## src/rtl/bin_pkg.sv

```systemverilog
// Shared constants and helpers for the 3x3 binary neighbourhood filter.
package bin_pkg;

  // Width of a 3x3 window count (0..9).
  localparam int CNT_W    = 4;
  // Cycles from input pixel c to output pixel c.
  localparam int PIPE_LAT = 2;

  // Number of ones in a 3x3 window, packed as three 3-bit column vectors.
  function automatic logic [CNT_W-1:0] popcount9(input logic [8:0] win);
    logic [CNT_W-1:0] sum;
    sum = {CNT_W{1'b0}};
    for (int i = 0; i < 9; i++) begin
      sum = sum + {{(CNT_W-1){1'b0}}, win[i]};
    end
    return sum;
  endfunction

endpackage

```

## src/rtl/bin_line_buffer.sv

```systemverilog
// Single-bit line delay: dout is the bit written DEPTH enabled cycles earlier.
module bin_line_buffer #(
  parameter int DEPTH = 640
) (
  input  logic clk,
  input  logic rst_n,
  input  logic en,
  input  logic din,
  output logic dout
);

  logic [DEPTH-1:0] sr_r;

  // Shift one position per active pixel; cleared by reset so no stale row survives.
  always_ff @(posedge clk) begin
    if (!rst_n) begin
      sr_r <= {DEPTH{1'b0}};
    end else if (en) begin
      sr_r <= {sr_r[DEPTH-2:0], din};
    end else begin
      sr_r <= sr_r;
    end
  end

  assign dout = sr_r[DEPTH-1];

endmodule

```

## src/rtl/bin_compare_3x3.sv

```systemverilog
// Streaming 3x3 binary neighbourhood count with run-time threshold.
// Output row r is produced while input row r+1 streams in; the last row is
// produced from an internally generated flush row whose bottom line is zero.
module bin_compare_3x3
  import bin_pkg::*;
#(
  parameter int IMG_HDISP = 640,
  parameter int IMG_VDISP = 480
) (
  input  logic             clk,
  input  logic             rst_n,
  input  logic [CNT_W-1:0] thresh,
  input  logic             per_img_vsync,
  input  logic             per_img_href,
  input  logic             per_img_bit,
  output logic             post_img_vsync,
  output logic             post_img_href,
  output logic             post_img_bit
);

  localparam int COL_W = (IMG_HDISP > 1) ? $clog2(IMG_HDISP) : 1;
  localparam int ROW_W = $clog2(IMG_VDISP + 1);
  localparam logic [COL_W-1:0] COL_LAST = COL_W'(IMG_HDISP - 1);
  localparam logic [COL_W-1:0] COL_ZERO = COL_W'(0);
  localparam logic [ROW_W-1:0] ROW_LAST = ROW_W'(IMG_VDISP - 1);
  localparam logic [ROW_W-1:0] ROW_ONE  = ROW_W'(1);
  localparam logic [ROW_W-1:0] ROW_ZERO = ROW_W'(0);

  // Frame tracking
  logic             vs_low_r;     // vsync seen low since reset (arms rise detect)
  logic             frame_act_r;  // inside a frame that started after reset
  logic             href_d_r;
  logic [ROW_W-1:0] in_row_r;     // input lines completed in this frame
  logic [COL_W-1:0] col_r;        // column of the current active pixel
  logic             flush_r;      // generating the virtual bottom row
  logic             last_r;       // right-edge evaluation cycle
  logic             last_flush_r; // right-edge evaluation of the last output row
  logic             vs_dly_r [PIPE_LAT-1];

  // Window column pipeline: a = previous column, b = the one before
  logic [2:0]       col_a_r;
  logic [2:0]       col_b_r;

  // Registered outputs
  logic             post_vsync_r;
  logic             post_href_r;
  logic             post_bit_r;

  // Combinational
  logic             vs_rise_s;
  logic             vs_gate_s;
  logic             href_s;
  logic             active_s;
  logic             fall_s;
  logic             flush_go_s;
  logic             row_ok_s;
  logic             bot_s;
  logic             top_s;
  logic [2:0]       vec_s;
  logic [2:0]       right_s;
  logic             eval_s;
  logic [CNT_W-1:0] count_s;
  logic             hit_s;
  logic             tail_s;
  logic             lb1_q_s;
  logic             lb2_q_s;

  bin_line_buffer #(.DEPTH(IMG_HDISP)) u_lb1 (
    .clk  (clk),
    .rst_n(rst_n),
    .en   (active_s),
    .din  (bot_s),
    .dout (lb1_q_s)
  );

  bin_line_buffer #(.DEPTH(IMG_HDISP)) u_lb2 (
    .clk  (clk),
    .rst_n(rst_n),
    .en   (active_s),
    .din  (lb1_q_s),
    .dout (lb2_q_s)
  );

  // Qualify frame/line activity and assemble this cycle's column vector {top, mid, bottom}.
  always_comb begin
    vs_rise_s  = per_img_vsync & vs_low_r;
    vs_gate_s  = per_img_vsync & (frame_act_r | vs_rise_s);
    href_s     = per_img_href & frame_act_r;
    active_s   = href_s | flush_r;
    fall_s     = href_d_r & ~href_s;
    flush_go_s = fall_s & (in_row_r == ROW_LAST);
    row_ok_s   = flush_r | (in_row_r != ROW_ZERO);
    bot_s      = per_img_bit & href_s & ~flush_r;
    tail_s     = flush_go_s | flush_r | last_flush_r;
    // Output row 0 has no row above it; the line buffer still holds an old row.
    if (!flush_r && (in_row_r == ROW_ONE)) begin
      top_s = 1'b0;
    end else begin
      top_s = lb2_q_s;
    end
    vec_s = {top_s, lb1_q_s, bot_s};
  end

  // Evaluate the window centred on the previous column; right column is padding at row end.
  always_comb begin
    if (last_r) begin
      right_s = 3'b000;
    end else begin
      right_s = vec_s;
    end
    eval_s  = last_r | (active_s & row_ok_s & (col_r != COL_ZERO));
    count_s = popcount9({col_b_r, col_a_r, right_s});
    hit_s   = (count_s >= thresh);
  end

  // Frame start detection, row/column counting and flush sequencing.
  always_ff @(posedge clk) begin
    if (!rst_n) begin
      vs_low_r     <= 1'b0;
      frame_act_r  <= 1'b0;
      href_d_r     <= 1'b0;
      in_row_r     <= ROW_ZERO;
      col_r        <= COL_ZERO;
      flush_r      <= 1'b0;
      last_r       <= 1'b0;
      last_flush_r <= 1'b0;
    end else begin
      vs_low_r     <= ~per_img_vsync;
      href_d_r     <= href_s;
      last_r       <= active_s & row_ok_s & (col_r == COL_LAST);
      last_flush_r <= flush_r & (col_r == COL_LAST);

      if (vs_rise_s) begin
        frame_act_r <= 1'b1;
      end else if (!per_img_vsync) begin
        frame_act_r <= 1'b0;
      end else begin
        frame_act_r <= frame_act_r;
      end

      if (vs_rise_s) begin
        in_row_r <= ROW_ZERO;
      end else if (fall_s) begin
        in_row_r <= in_row_r + ROW_ONE;
      end else begin
        in_row_r <= in_row_r;
      end

      if (vs_rise_s || !active_s || (col_r == COL_LAST)) begin
        col_r <= COL_ZERO;
      end else begin
        col_r <= col_r + COL_W'(1);
      end

      if (vs_rise_s) begin
        flush_r <= 1'b0;
      end else if (flush_go_s) begin
        flush_r <= 1'b1;
      end else if (flush_r && (col_r == COL_LAST)) begin
        flush_r <= 1'b0;
      end else begin
        flush_r <= flush_r;
      end
    end
  end

  // Shift column vectors through the window; left neighbour of column 0 is padding.
  always_ff @(posedge clk) begin
    if (!rst_n) begin
      col_a_r <= 3'b000;
      col_b_r <= 3'b000;
    end else if (active_s) begin
      col_a_r <= vec_s;
      if (col_r == COL_ZERO) begin
        col_b_r <= 3'b000;
      end else begin
        col_b_r <= col_a_r;
      end
    end else begin
      col_a_r <= col_a_r;
      col_b_r <= col_b_r;
    end
  end

  // Delay the frame-qualified vsync to line up with the pixel pipeline.
  always_ff @(posedge clk) begin
    if (!rst_n) begin
      for (int i = 0; i < PIPE_LAT - 1; i++) begin
        vs_dly_r[i] <= 1'b0;
      end
    end else begin
      vs_dly_r[0] <= vs_gate_s;
      for (int i = 1; i < PIPE_LAT - 1; i++) begin
        vs_dly_r[i] <= vs_dly_r[i-1];
      end
    end
  end

  // Output register: vsync is stretched until the last row has been emitted.
  always_ff @(posedge clk) begin
    if (!rst_n) begin
      post_vsync_r <= 1'b0;
      post_href_r  <= 1'b0;
      post_bit_r   <= 1'b0;
    end else begin
      post_vsync_r <= vs_dly_r[PIPE_LAT-2] | tail_s;
      post_href_r  <= eval_s;
      post_bit_r   <= eval_s & hit_s;
    end
  end

  assign post_img_vsync = post_vsync_r;
  assign post_img_href  = post_href_r;
  assign post_img_bit   = post_bit_r;

endmodule

```

## config.mk

```make
export PLATFORM = sky130hd
export DESIGN_NAME = bin_compare_3x3
export DESIGN_NICKNAME = d
export VERILOG_FILES = /design/src/rtl/bin_pkg.sv /design/src/rtl/bin_line_buffer.sv /design/src/rtl/bin_compare_3x3.sv
export SDC_FILE = /design/constraint.sdc
export NUM_CORES = 2
export LEC_CHECK = 0
export ABC_AREA = 1
export CAP_MARGIN = 20
export CORE_MARGIN = 1
export CORE_UTILIZATION = 30
export DETAILED_ROUTE_END_ITERATION = 10
export HOLD_SLACK_MARGIN = 0.06
export SLEW_MARGIN = 10
export SYNTH_ARGS = -nofsm -noshare
export SYNTH_HDL_FRONTEND = slang
export SYNTH_SLANG_ARGS = --single-unit
```

## constraint.sdc

```tcl
create_clock -name clk -period 5.2 [get_ports clk]
set_input_delay 0.78 -clock clk [delete_from_list [all_inputs] [get_ports clk]]
set_output_delay 0.78 -clock clk [all_outputs]
set_load 0.02 [all_outputs]
```

Word-level counts from Yosys, hierarchy flattened
Memories as Yosys holds them, arrays and structs flattened. Cells that the tools add are included.

Register bits: 1314. RAM bits: 1. Input port bits: 9. Output and inout port bits: 3. Logic and storage cells: 78. Memories kept: 1.

Memory list: vs_dly_r (depth 1, bits a word 1, rd ports 1, clocked after memory_dff 0, wr ports 1, RTL line bin_compare_3x3.sv:38) `logic vs_dly_r [PIPE_LAT-1];`.

Add/subtract/negate cells: 10. Order comparisons: 1. Eq/ne operators: 4. Multiplexer cells: 11. Bitwise logic cells: 23. Reductions and logical operators: 13.

Operator list (number): adder 4 x 1 -> 4 bit (5); bitwise AND 1 bit (12); adder 10 x 1 -> 10 bit, second input constant (1); equality test 10 bit, second input constant (1); logical NOT 10 bit (1); nonzero test 10 bit (1); adder 9 x 1 -> 9 bit, second input constant (1); equality test 9 x 1 -> 1 bit, second input constant (1); equality test 9 bit, second input constant (1); two-way mux 1 bit (9); nonzero test 9 bit (1); bitwise OR 1 bit (7); two-way mux 3 bit (2); adder 3 x 1 -> 4 bit (1); >= comparator 4 bit (1); inverter 1 bit (4); OR reduction 2 bit (2); adder 2 x 1 -> 3 bit (1); adder 1 x 1 -> 2 bit (1); logical AND 1 bit (2); logical NOT 1 bit (2); logical OR 1 bit (2); != test 2 x 1 -> 1 bit, second input constant (1); nonzero test 2 bit (1); OR reduction 1 bit (1).

Longest topological paths before layout
Depth in word-level cells: 14. Gate-level depth with buffers: 18. Mapped depth without buffers: 18.

Modules after synthesis
A second synthesis with hierarchy kept.

Cells, all modules: 8345. Area total of the unflattened synthesis: 54489.8 µm².

By module, submodules not included: bin_line_buffer (times used 2, cells each 4053, area an instance 26307.7 µm²); bin_compare_3x3 (times used 1, cells each 239, area an instance 1874.3 µm²).

Worst setup path after synthesis
Ideal clock, no wire load.

Path kind: reg-to-reg. From: reg, netlist name u_lb1.sr_r[0]. To: reg post_bit_r, in the netlist post_img_bit. Setup time: 118 ps. Data arrival time: 3381 ps. Setup slack: 1701 ps. Stages on the path, launching flop included: 15. Path buffers: 0. Clock period less this slack: 3499 ps. Path through: dfxtp_1 > fa_1 > inv_1 > fa_1 > fa_1 > inv_1 > fa_1 > inv_1 > fa_1 > inv_1 > ha_1 > a21oi_1 > o21ai_0 > nor2_1 > a21oi_1.

RTL lines: end signal, assigned (RTL line bin_compare_3x3.sv:208) `post_bit_r <= eval_s & hit_s;`; end, declared (RTL line bin_compare_3x3.sv:47) `logic post_bit_r;`.

==> reports/qor.yml <==
die:
  ioPinCount: 12
  start_util: 0.302
  fp.coreArea_sq_um: 150000
  fp.dieH_um: 390
  die_w_um: 390
  die_area_sq_um: 152000
  rows: 142
setup_path:
  slowest_delay_ns: 0.55
  worstPathArrival_ns: 4.31
  critPathRequiredTime_ns: 5.82
  critPathKind: "reg2reg"
  crit_family: "adder cells"
  crit_fanout: 4
  path_cells: "fa_1 -> inv_1 -> fa_1 -> fa_1 -> inv_1 -> fa_1 -> inv_1 -> fa_1 -> inv_1 -> ha_1 -> a21oi_1 -> o21ai_0 -> nor2_1 -> a21oi_1"
  cp-start-kind: "flop"
  critPathSlowestCell: "fa_1"
  end_kind: "flop"
  path_common_cell: "fa_1"
  path_buf_inv: 4
grt:
  gr-usage-met2: 0.160
  grtUsageTotal: 0.0985
  antenna_found_initial: 0
  first_global_vias: 30487
  grt_pass1_wl_mm: 135
  grt_overflow: 0
  grt_max_degree: 288
  gr-usage-met3: 0.0223
  busiest_layer: "met2"
  use_met1: 0.127
run:
  max_cap_violations: 0
power:
  p_per_area_nw_per_um2: 410
  cellLeakagePower_nw: 18.3
  irDropWorstVdd_uv: 265
clocking:
  cts_hold_buf: 0
  clk_latency_ns: 0.75
  cts_tree: "done"
  ctsResizeCount: 0
  root_buffer: "clkbuf_16"
  cts_setup_buffers: 0
  cts-buffers-inserted: 137
  clk_pin_slew_worst_paths_ns: 0.06
  ctsLongestPathBuffers: 3
  ctsHtreeMaxLevel: 4
  clkSinkCount: 1313
placed_design:
  hpwlAfterDp_mm: 35.3
  gp_congestion: 0.718
  pre_cts_slack_ns: 1.41
  io_buffers: 11
  placed_cell_area_sq_um: 46500
  dp_cells: 7421
sta:
  post-route-min-period_ns: 3.68
  maxSlewHeadroom: 0.273
  setup_tns_ns: 0
  setup_slack_ns: 1.52
  setup_viol: 0
  finalHoldViolations: 0
  fmax_ghz: 0.271
  rsz0062_at_grt: "false"
  fin_crit_sh: 0.708
  finClkSkew_ns: 0.0249
  tightest_slew_ns: 1.09
  slew_viol_final: 0
logic_synthesis:
  yosysWarnings: 0
  yosysTopAreaCell: "dfxtp_1"
  synthCells: 5786
  synth_area_sq_um: 45200
  synth_area_leaders: "dfxtp_1, nor2_1, o21ai_0"
  synth_top_area_frac: 0.581
  ys_seq_area_frac: 0.581
  synth.distinct_cells: 27
  ys_ff_latch: 1313
  synth_nets: 5811
  postSynthAreaPerCell_sq_um: 7.81
route:
  drtIter0Drc: 2673
  via_per_inst: 4.42
  ant_nets: 0
  drc: 0
  drtPass1Iterations: 5
  vias: 33833
  drt-total-wl_mm: 75.0
  wl_per_cell_um: 9.80
final_layout:
  final_area_sq_um: 50900
  mostFrequentLayoutCell: "nor2_1"
  drive_above_1_share: 0.0438
  final_cell_mix: "nor2_1, dfxtp_1, o21ai_0"
  area_growth_pct: 12.6
  num_antenna_cells: 0
  post-route-util: 0.340
  instances_no_fill: 7657
  fin_nets: 5569
min_path:
  hold_class: "reg2reg"
outcome:
  run_status: "finished clean"
## worst paths after layout
path,start,to,slack (ns),cells after the start
setup / recovery,u_lb1.sr_r[0]$_SDFFE_PN0N_,post_img_bit$_SDFF_PN0_,1.52,14
setup reg to reg,u_lb1.sr_r[0]$_SDFFE_PN0N_,post_img_bit$_SDFF_PN0_,1.52,14
hold reg to reg,col_r[9]$_SDFF_PP0_,col_r[9]$_SDFF_PP0_,0.46,2
hold / removal,col_r[9]$_SDFF_PP0_,col_r[9]$_SDFF_PP0_,0.46,2
## state kept, by name, indices dropped and copies added, names as in the netlist
| signal | flops |
|---|---|
| col_b_r | 3 |
| post_img_href | 1 |
| col_r | 10 |
| href_d_r | 1 |
| vs_dly_r | 1 |
| in_row_r | 9 |
| vs_low_r | 1 |
| frame_act_r | 1 |
| last_flush_r | 1 |
| col_a_r | 1 |
| u_lb1.sr_r | 640 |
| u_lb2.sr_r | 640 |
| post_img_bit | 1 |
| post_img_vsync | 1 |
| last_r | 1 |
| flush_r | 1 |
## power by group
group	leakage, nW	switching (mW)	internal [mW]	total, mW
clock network	2.17	3.94	5.58	9.52
logic	5.48	0.549	0.323	0.872
registers	10.6	0.124	10.3	10.5
total	18.3	4.61	16.2	20.9
## routing by layer
layer | up-vias | routed length [um]
li1 | 17989 | -
met1 | 15411 | 38400
met2 | 304 | 32400
met3 | 129 | 2560
met4 | 0 | 1650
met5 | - | 0
## cell families after synthesis
kind of cell	count (synthesis)	synth area share
adders and majority gates	16	0.00526
DFF	1313	0.581
xor gates and xnor gates	4	0.000775
AOI/OAI and AO/OA	1303	0.144
and+or+nand+nor	2680	0.224
buffers and inverters	470	0.0444
## through the flow
stage               hold slack [ns]  power (mW)
finish                        0.459        20.9
global route                  0.492        21.8
CTS                           0.463        21.3
detailed placement            0.456        11.6
global placement              0.448        11.5
floorplan                     0.439        11.4
## worst min-delay path, stage by stage (launching register included)
cell,delay [ns]
dfxtp_1,0.30
nand2_1,0.06
a21oi_1,0.05
## cell type report
cell class	count	area, sq um
Fill cell	15445	98900
Sequential cell	1313	26300
Multi-Input combinational cell	4003	16900
Clock buffer	195	3930
Tap cell	2016	2520
Timing Repair Buffer	46	578
Clock inverter	41	518
Inverter	43	178
## Yosys cell counts (all sizes together)
cell and instances:
nor2 2595, dfxtp 1313, o21ai 1282, clkbuf 228, buf 199, nand2 56, inv 43, a21oi 20
nand3 16, ha 11, nor3 8, fa 5, nand4 3, xor2 3, nand3b 1, o21bai 1
or2 1, xnor2 1
Power figures use the tool's default switching activity.
